[config.mk]
export PLATFORM = sky130hd
export DESIGN_NAME = usb_speed_autodetect
export DESIGN_NICKNAME = d
export VERILOG_FILES = /design/src/rtl/usb_auto_pkg.sv /design/src/rtl/usb_chirp_detector.sv /design/src/rtl/usb_speed_autodetect.sv
export SDC_FILE = /design/constraint.sdc
export NUM_CORES = 1
export LEC_CHECK = 0
export CAP_MARGIN = 10
export CORE_AREA = 2 2 105 107
export DETAILED_ROUTE_END_ITERATION = 6
export DIE_AREA = 0 0 107 109
export SLEW_MARGIN = 10
export SYNTH_ARGS = -nofsm -noshare
export SYNTH_HDL_FRONTEND = slang
export SYNTH_SLANG_ARGS = --single-unit
[constraint.sdc]
create_clock -name fe_clk -period 4.17 [get_ports fe_clk]
set_clock_uncertainty 0.05 [all_clocks]
set_input_delay 0.834 -clock fe_clk [delete_from_list [all_inputs] [get_ports fe_clk]]
set_output_delay 0.834 -clock fe_clk [all_outputs]
set_load 0.01 [all_outputs]
[src/rtl/usb_auto_pkg.sv]
// Shared encodings for the USB speed auto-detect sequencer: FSM states, speed codes, linestate codes.
package usb_auto_pkg;

  typedef enum logic [2:0] {
    ST_IDLE   = 3'd0,
    ST_SETTLE = 3'd1,
    ST_SAMPLE = 3'd2,
    ST_CHIRP  = 3'd3,
    ST_DONE   = 3'd4
  } auto_state_e;

  // Speed code doubles as the PHY xcvrsel value for the detected speed.
  localparam logic [1:0] SPEED_HS   = 2'd0;
  localparam logic [1:0] SPEED_FS   = 2'd1;
  localparam logic [1:0] SPEED_LS   = 2'd2;
  localparam logic [1:0] SPEED_AUTO = 2'd3;

  localparam logic [1:0] LS_SE0 = 2'd0;
  localparam logic [1:0] LS_J   = 2'd1;
  localparam logic [1:0] LS_K   = 2'd2;
  localparam logic [1:0] LS_SE1 = 2'd3;

endpackage

[src/rtl/usb_chirp_detector.sv]
// HS chirp qualifier: hold counter, K-seen flag and K-J pair counter.
// With USB_AUTO_CHIRP_COUNT_EN the pair counter runs to 255 instead of stopping at PAIRS.
module usb_chirp_detector
  import usb_auto_pkg::*;
#(
  parameter int MIN_CYCLES = 1500,
  parameter int PAIRS      = 3,
  parameter int CNT_WIDTH  = 16
) (
  input  logic       fe_clk,
  input  logic       reset_i,
  input  logic       clear,
  input  logic       enable,
  input  logic [1:0] linestate,
  output logic [7:0] pair_count,
  output logic       hs_found
);

`ifdef USB_AUTO_CHIRP_COUNT_EN
  localparam int PAIR_MAX = 255;
`else
  localparam int PAIR_MAX = PAIRS;
`endif

  logic [CNT_WIDTH-1:0] hold_cnt;
  logic [CNT_WIDTH-1:0] hold_nxt;
  logic [1:0]           prev_ls;
  logic                 k_seen;
  logic                 qual;
  logic [7:0]           pair_nxt;

  // hold_nxt is the length of the current run including this sample
  always_comb begin
    hold_nxt = hold_cnt;
    if (linestate != prev_ls)
      hold_nxt = {{(CNT_WIDTH-1){1'b0}}, 1'b1};
    else if (hold_cnt != '1)
      hold_nxt = hold_cnt + 1'b1;
    qual = (hold_nxt >= CNT_WIDTH'(MIN_CYCLES));
    pair_nxt = pair_count;
    if (enable && k_seen && linestate == LS_J && qual && pair_count < 8'(PAIR_MAX))
      pair_nxt = pair_count + 8'd1;
    hs_found = enable && (pair_nxt >= 8'(PAIRS));
  end

  always_ff @(posedge fe_clk or posedge reset_i) begin
    if (reset_i) begin
      hold_cnt   <= '0;
      prev_ls    <= LS_SE0;
      k_seen     <= 1'b0;
      pair_count <= 8'd0;
    end else if (clear) begin
      hold_cnt   <= '0;
      prev_ls    <= LS_SE0;
      k_seen     <= 1'b0;
      pair_count <= 8'd0;
    end else if (enable) begin
      hold_cnt   <= hold_nxt;
      prev_ls    <= linestate;
      pair_count <= pair_nxt;
      if (linestate == LS_K && qual)
        k_seen <= 1'b1;
      else if (linestate == LS_J && qual && k_seen)
        k_seen <= 1'b0;
    end
  end

endmodule

[src/rtl/usb_speed_autodetect.sv]
// USB bus-speed auto-detect sequencer (fe_clk domain).
// Optional USB_AUTO_CHIRP_COUNT_EN: adds O_chirp_count and defers the HS decision to window expiry.
//
// state  | meaning
// IDLE   | no detection running, last result held
// SETTLE | PHY in default mode, counting down wait1
// SAMPLE | one-cycle idle linestate classification
// CHIRP  | counting K-J chirp pairs inside the wait2 window
// DONE   | result latched, pulse done and return to IDLE
module usb_speed_autodetect
  import usb_auto_pkg::*;
#(
  parameter int pUSB_AUTO_COUNTER_WIDTH = 24,
  parameter int pCHIRP_MIN_CYCLES       = 1500,
  parameter int pCHIRP_PAIRS            = 3,
  parameter int pCHIRP_CNT_WIDTH        = 16
) (
  input  logic                               fe_clk,
  input  logic                               reset_i,
  input  logic                               I_restart,
  input  logic [pUSB_AUTO_COUNTER_WIDTH-1:0] I_wait1,
  input  logic [pUSB_AUTO_COUNTER_WIDTH-1:0] I_wait2,
  input  logic [1:0]                         I_xcvrsel_default,
  input  logic                               I_termsel_default,
  input  logic [1:0]                         I_linestate,
  output logic [1:0]                         O_usb_auto_speed,
  output logic [1:0]                         O_xcvrsel,
  output logic                               O_termsel,
  output logic                               O_busy,
  output logic                               O_done
`ifdef USB_AUTO_CHIRP_COUNT_EN
  ,output logic [7:0]                        O_chirp_count
`endif
);

  auto_state_e                        state;
  logic [pUSB_AUTO_COUNTER_WIDTH-1:0] wait_cnt;
  logic [1:0]                         ls_q;
  logic                               hs_found;
  logic                               latch_en;
  logic [1:0]                         latch_speed;

`ifdef USB_AUTO_CHIRP_COUNT_EN
  logic [7:0] pair_count;
  assign O_chirp_count = pair_count;
`else
  logic [7:0] pair_count_unused;
`endif

  usb_chirp_detector #(
    .MIN_CYCLES (pCHIRP_MIN_CYCLES),
    .PAIRS      (pCHIRP_PAIRS),
    .CNT_WIDTH  (pCHIRP_CNT_WIDTH)
  ) u_chirp (
    .fe_clk     (fe_clk),
    .reset_i    (reset_i),
    .clear      (I_restart),
    .enable     (state == ST_CHIRP),
    .linestate  (ls_q),
`ifdef USB_AUTO_CHIRP_COUNT_EN
    .pair_count (pair_count),
`else
    .pair_count (pair_count_unused),
`endif
    .hs_found   (hs_found)
  );

  always_ff @(posedge fe_clk or posedge reset_i) begin
    if (reset_i) ls_q <= LS_J;
    else         ls_q <= I_linestate;
  end

  // HS beats window expiry when both resolve in the same cycle
  always_comb begin
    latch_en    = 1'b0;
    latch_speed = SPEED_FS;
    if (state == ST_SAMPLE && ls_q == LS_K) begin
      latch_en    = 1'b1;
      latch_speed = SPEED_LS;
    end else if (state == ST_CHIRP) begin
`ifdef USB_AUTO_CHIRP_COUNT_EN
      if (wait_cnt == '0) begin
        latch_en    = 1'b1;
        latch_speed = hs_found ? SPEED_HS : SPEED_FS;
      end
`else
      if (hs_found) begin
        latch_en    = 1'b1;
        latch_speed = SPEED_HS;
      end else if (wait_cnt == '0) begin
        latch_en    = 1'b1;
      end
`endif
    end
  end

  always_ff @(posedge fe_clk or posedge reset_i) begin
    if (reset_i) begin
      state            <= ST_IDLE;
      wait_cnt         <= '0;
      O_usb_auto_speed <= SPEED_FS;
      O_xcvrsel        <= SPEED_FS;
      O_termsel        <= 1'b1;
      O_busy           <= 1'b0;
      O_done           <= 1'b0;
    end else begin
      O_done <= 1'b0;
      if (I_restart) begin
        state     <= ST_SETTLE;
        wait_cnt  <= I_wait1;
        O_xcvrsel <= I_xcvrsel_default;
        O_termsel <= I_termsel_default;
        O_busy    <= 1'b1;
      end else if (latch_en) begin
        O_usb_auto_speed <= latch_speed;
        O_xcvrsel        <= latch_speed;
        O_termsel        <= (latch_speed != SPEED_HS);
        state            <= ST_DONE;
      end else begin
        case (state)
          ST_SETTLE: begin
            if (wait_cnt == '0) state <= ST_SAMPLE;
            else                wait_cnt <= wait_cnt - 1'b1;
          end
          ST_SAMPLE: begin
            // SE1 is treated as a glitch: settle again and resample
            if (ls_q == LS_SE1) begin
              wait_cnt <= I_wait1;
              state    <= ST_SETTLE;
            end else begin
              wait_cnt <= I_wait2;
              state    <= ST_CHIRP;
            end
          end
          ST_CHIRP: wait_cnt <= wait_cnt - 1'b1;
          ST_DONE: begin
            O_done <= 1'b1;
            O_busy <= 1'b0;
            state  <= ST_IDLE;
          end
          default: ;
        endcase
      end
    end
  end

endmodule

# After elaboration in Yosys (flattened, before gate mapping)
# Index checks and enable logic that the tools add are counted.
# totals
reg_bits	63
output_inout_bits	7
# op_classes
n_addsub	3
n_lt_le_gt_ge	3
n_eq_ne	12
muxes	40
n_bitwise	1
reduce_logical	22
# op_table
cell	count
24-bit two-way mux	4
24-bit one-hot mux with 3 select lines	1
16-bit two-way mux	4
24-bit logical NOT	1
8-bit two-way mux	3
24-bit by 1-bit subtractor with 24-bit output, second input constant	1
1-bit two-way mux	18
16-bit by 1-bit adder with 16-bit output, second input constant	1
16-bit by 11-bit >= comparator with 1-bit output, second input constant	1
16-bit inequality test, second input constant	1
2-bit two-way mux	6
1-bit logical AND	9
3-bit two-way mux	3
3-bit one-hot mux with 3 select lines	1
8-bit by 1-bit adder with 8-bit output, second input constant	1
8-bit by 2-bit >= comparator with 1-bit output, second input constant	1
8-bit by 2-bit < comparator with 1-bit output, second input constant	1
2-bit AND reduction	4
2-bit nonzero test	4
3-bit by 2-bit equality test with 1-bit output, second input constant	2
5-bit nonzero test	1
2-bit equality test, second input constant	2
4-bit inequality test, second input constant	1
4-bit nonzero test	1
9 further kinds	9

# Longest topological paths before layout
# logic_depth
depth_word	15
mapped_depth	12
mapped_depth_nobuf	11

# Hierarchy
# Synthesis repeated with hierarchy kept, for this count alone.
# unflattened
hier_cells	502
hier_area_um2	4426.7
# by_module_without_submodules
mod	n_inst	cells_each	area_each_um2
usb_speed_autodetect	1	293	2572.5
usb_chirp_detector	1	209	1854.3

# Least setup slack after synthesis
# No wires, ideal clock.
# synth_path
path_type	register to register
from	register u_chirp.hold_cnt[0]
to	register wait_cnt[19]
setup_ns	0.125
t_arrival_ns	2.822
slack_ns	1.173
stages_incl_launch_ff	13
path_buffers	2
period_less_slack_ns	2.997
cell_sequence	dfrtp_1 ha_1 buf_2 nand4_1 nor3_1 a311oi_1 nand4_1 or3_1 and3_1 a211oi_4 nor2_4 buf_6 mux2_4
# synth_between
elab_chain_cells	14
word_cells_on_any_way	15
classes_between	add/sub (1); order compare (2); eq/ne (2); mux (6); reduce/logical (4)
# synth_rtl
item	line_no	text
start, declared	usb_chirp_detector.sv:25	logic [CNT_WIDTH-1:0] hold_cnt;
start signal, assigned	usb_chirp_detector.sv:58	hold_cnt <= hold_nxt;
16-bit by 1-bit adder with 16-bit output or 16-bit inequality test (tied branches)	usb_chirp_detector.sv:38, usb_chirp_detector.sv:37	
16-bit two-way mux *	usb_chirp_detector.sv:37	else if (hold_cnt != '1)
16-bit two-way mux *	usb_chirp_detector.sv:35	if (linestate != prev_ls)
16-bit by 11-bit >= comparator with 1-bit output *	usb_chirp_detector.sv:39	qual = (hold_nxt >= CNT_WIDTH'(MIN_CYCLES));
1-bit logical AND * (2 in series)	usb_chirp_detector.sv:41	if (enable && k_seen && linestate == LS_J && qual && pair_count < 8'(PAIR_MAX))
8-bit two-way mux *	usb_chirp_detector.sv:41	
8-bit by 2-bit >= comparator with 1-bit output *	usb_chirp_detector.sv:43	hs_found = enable && (pair_nxt >= 8'(PAIRS));
1-bit logical AND *	usb_chirp_detector.sv:43	
1-bit two-way mux *	usb_speed_autodetect.sv:87	if (hs_found) begin
1-bit two-way mux *	usb_speed_autodetect.sv:80	end else if (state == ST_CHIRP) begin
1-bit two-way mux *	usb_speed_autodetect.sv:77	if (state == ST_SAMPLE && ls_q == LS_K) begin
2-bit inequality test (no source line) *	--	
3-bit AND reduction (no source line) *	--	
end signal, assigned	usb_speed_autodetect.sv:110	wait_cnt <= I_wait1;
end signal, assigned	usb_speed_autodetect.sv:123	else wait_cnt <= wait_cnt - 1'b1;
end signal, assigned	usb_speed_autodetect.sv:128	wait_cnt <= I_wait1;
end, declared	usb_speed_autodetect.sv:37	logic [pUSB_AUTO_COUNTER_WIDTH-1:0] wait_cnt;
# Mark *: on every way between the ends. The rest lies on a longest branch, timed or not.
# A chain may end at the register's enable or synchronous reset.

# Worst setup path after layout
# layout_path
from	register u_chirp.hold_cnt[0]
to	register wait_cnt[14]
# The elaborated chain is that of the path after synthesis.

==> flow_metrics.py <==
metrics = {
    "worst_setup_path": {
        "cp-start-kind": "flip-flop",
        "worstSetupEndpointType": "flip-flop",
        "critPathMaxStageDelay_ps": 650,
        "worstPathRequired_ps": 4360,
        "crit_arrival_ps": 4010,
        "crit_buf_inv": 0,
        "crit_slowest_cell": "nor2_4",
        "cp_max_fo": 21,
        "path_cells": "ha_1 > nand4_1 > nor3_2 > and2_1 > a31oi_1 > o31ai_1 > and3_1 > a211oi_4 > nor2_4 > mux2_1",
        "crit_type": "flip-flop to flip-flop",
        "critPathTopFamily": "simple AND/OR/NAND/NOR gates",
    },
    "detailed_routing": {
        "postRouteAntennaNets": 0,
        "first_pass_iters": 5,
        "avgViaCountPerCell": 5.73,
        "dr_total_vias": 4024,
        "drtIter0Drc": 192,
        "drc": 0,
        "wl_per_cell_um": 17.1,
        "routed_wl_um": 12000,
    },
    "cells_and_area": {
        "multi_input_area_mm2": 0.00247,
        "area_growth_pct": 21.8,
        "final_common_cell": "clkdlybuf4s50_1",
        "fillers": 1058,
        "nets": 616,
        "final_area_mm2": 0.00519,
        "register_area_mm2": 0.00158,
        "num_antenna_cells": 0,
        "drive_above_1_share_pct": 9.43,
        "final_cell_mix": "61 x clkdlybuf4s50_1, 59 x dfrtp_1, 59 x a21oi_1",
    },
    "placed_design": {
        "gp_congestion": 0.901,
        "place_hpwl_um": 8560,
        "place_area_mm2": 0.00497,
        "place.port_buffers": 62,
    },
    "power_and_ir_drop": {
        "vdd_drop_max_mv": 0.172,
        "cellLeakagePower_nw": 1.97,
        "p_switching_mw": 0.423,
        "power_density_mw_per_mm2": 295,
        "pwr-share-seq_pct": 44.4,
        "clockPowerShare_pct": 40.0,
        "p_int_mw": 1.11,
        "combPwrFrac_pct": 15.6,
        "swShare_pct": 27.6,
    },
    "cts": {
        "htreeDepth": 3,
        "cts_setup_buffers": 0,
        "max-clock-path-buffers": 2,
        "cts_tree": "built",
        "clkSlewWorstSetupHoldPaths_ps": 80,
        "cts_root_buffer": "clkbuf_8",
        "cts_hold_buf": 0,
        "cts_buffers": 9,
        "ctsResizeCount": 0,
        "clock_sinks": 63,
        "clk_latency_ps": 350,
    },
    "floorplan": {
        "io_pins": 63,
        "core_mm2": 0.0106,
        "num_rows": 38,
        "initial_utilization_pct": 40.2,
        "die_width_um": 107,
        "die_area_mm2": 0.0117,
        "die_h_um": 109,
    },
    "global_route": {
        "grt-ovfl-total": 0,
        "grt_first_pass_wirelength_um": 19800,
        "antenna_found_initial": 0,
        "grt.total_usage_pct": 21.8,
        "grt_max_degree": 43,
        "first_global_vias": 3979,
    },
    "synthesis": {
        "syn_avg_cell_area_um2": 8.40,
        "synth_edf_count": 0,
        "synth_area_mm2": 0.00426,
        "synth-seq-cells": 63,
        "syn_nets": 566,
        "synth_cell_types": 68,
        "postSynthCellCount": 507,
        "ys_warn_count": 0,
        "ys_async_sr_fraction_pct": 100,
        "seq_area_frac_synth_pct": 37.1,
        "synth_ff_type": "dfrtp_1",
    },
    "sta": {
        "finalCritPeriodShare_pct": 91.7,
        "maxSlewHeadroom_pct": 35.7,
        "tightest_slew_ps": 965,
        "fmax_mhz": 262,
        "fin_tns_setup_ps": 0,
        "finalSetupViolCount": 0,
        "hold_violations": 0,
        "grt_setup_unrepaired": "no",
        "final_max_slew_viol_count": 0,
        "min_period_ps": 3820,
    },
    "run_status": {
        "status": "complete, no violations",
    },
    "run": {
        "maxCapViolCount": 0,
    },
    "hold_path": {
        "hp-class": "flip-flop to flip-flop",
    },
}
==> power by group through the flow <==
stage | Sequential [mW] | Clock, mW | Combinational (mW)
after global routing | 0.684 | 0.650 | 0.265
after CTS | 0.678 | 0.621 | 0.241
after global placement | 0.688 | 0 | 0.238
final | 0.678 | 0.612 | 0.239
after detailed placement | 0.689 | 0 | 0.241
after floorplan | 0.683 | 0 | 0.142
==> final cells by class <==
cell class / instances / share of cell area, %
Multi-Input combinational cell: 396 / 47.6
Sequential cell: 63 / 30.5
Timing Repair Buffer: 70 / 13.0
Tap cell: 140 / 3.38
Clock buffer: 9 / 2.39
Clock inverter: 7 / 1.88
Inverter: 17 / 1.23
==> worst reg2reg max path, delay by kind of cell (launching register included) <==
| family | cells | cell delay [ps] |
|---|---|---|
| adder cells (fa/ha/maj) | 1 | 340 |
| AND/OR/NAND/NOR | 5 | 1880 |
| multiplexers | 1 | 380 |
| AO/OA/AOI/OAI | 3 | 620 |
| flip-flops | 1 | 440 |
==> layer usage <==
metal,global-route usage [%],share of wire [%]
met5,0,0
met3,3.29,4.4
met1,28.4,44
met2,37.3,49
met4,6.86,1.7
==> cells in the mapped netlist, types with 3 or more instances <==
| cell | n | area share, % |
|---|---|---|
| a21oi_1 | 59 | 6.9 |
| dfrtp_1 | 59 | 35 |
| nand2_1 | 49 | 4.3 |
| nor2_1 | 46 | 4.1 |
| nor3_1 | 24 | 2.8 |
| xnor2_1 | 20 | 4.1 |
| nand3_1 | 18 | 2.1 |
| inv_1 | 17 | 1.5 |
| clkbuf_1 | 16 | 1.4 |
| o21ai_0 | 16 | 1.9 |
| mux2i_1 | 13 | 3.1 |
| o22ai_1 | 13 | 1.9 |
| nor2b_1 | 10 | 1.5 |
| a31oi_1 | 9 | 1.3 |
| buf_2 | 8 | 0.94 |
| o31ai_1 | 8 | 1.4 |
| nand2b_1 | 7 | 1.0 |
| a41oi_1 | 6 | 1.2 |
| and2_1 | 6 | 0.88 |
| and3_1 | 6 | 0.88 |
| mux2_4 | 6 | 2.1 |
| nand4_1 | 6 | 0.88 |
| a211oi_1 | 5 | 0.88 |
| nor4_1 | 5 | 0.73 |
| o2bb2ai_1 | 5 | 1.0 |
| a311oi_1 | 4 | 0.82 |
| and4_1 | 4 | 0.82 |
| dfstp_2 | 4 | 2.5 |
| or3_1 | 4 | 0.59 |
| xor2_1 | 4 | 0.82 |
| buf_1 | 3 | 0.26 |
| ha_1 | 3 | 0.88 |
| or4_1 | 3 | 0.53 |
==> final timing paths <==
| kind | from | to | slack (ps) | cells past startpoint |
|---|---|---|---|---|
| setup / recovery | u_chirp.hold_cnt[0] | wait_cnt[14] | 350 | 10 |
| min in group asynchronous | reset_i | u_chirp.pair_count[6] | 610 | 2 |
| hold reg to reg | O_usb_auto_speed[0] | O_usb_auto_speed[0] | 450 | 2 |
| hold / removal | O_usb_auto_speed[0] | O_usb_auto_speed[0] | 450 | 2 |
| setup reg to reg | u_chirp.hold_cnt[0] | wait_cnt[14] | 350 | 10 |
| max in group asynchronous | reset_i | ls_q[0] | 2800 | 3 |
==> cells by family after synthesis <==
kind of cell	after synthesis	synth area share, %
buffers and inverters	48	4.85
xor gates and xnor gates	24	4.94
DFF	63	37.1
muxes	20	5.43
AOI/OAI and AO/OA	146	22.2
adders and majority gates	3	0.881
and+or+nand+nor	203	24.6
==> flip-flops by register name, indices dropped and copies added (netlist names), 2 cells and up <==
register,cells
u_chirp.pair_count,8
state,3
O_xcvrsel,2
O_usb_auto_speed,2
u_chirp.hold_cnt,16
u_chirp.prev_ls,2
wait_cnt,24
ls_q,2
==> per-stage QoR <==
| stage | setup WS (ps) | utilization [%] | hold WS, ps | std cells | power (mW) |
|---|---|---|---|---|---|
| detailed placement | 384 | 46.8 | 440 | 686 | 0.930 |
| global route | 62.6 | 48.9 | 477 | 702 | 1.60 |
| floorplan | 1170 | - | 415 | 507 | 0.825 |
| finish | 346 | 48.9 | 449 | 702 | 1.53 |
| CTS | 379 | 48.9 | 453 | 702 | 1.54 |
| global placement | 482 | 46.8 | 420 | 686 | 0.926 |
Power figures use the tool's default switching activity.
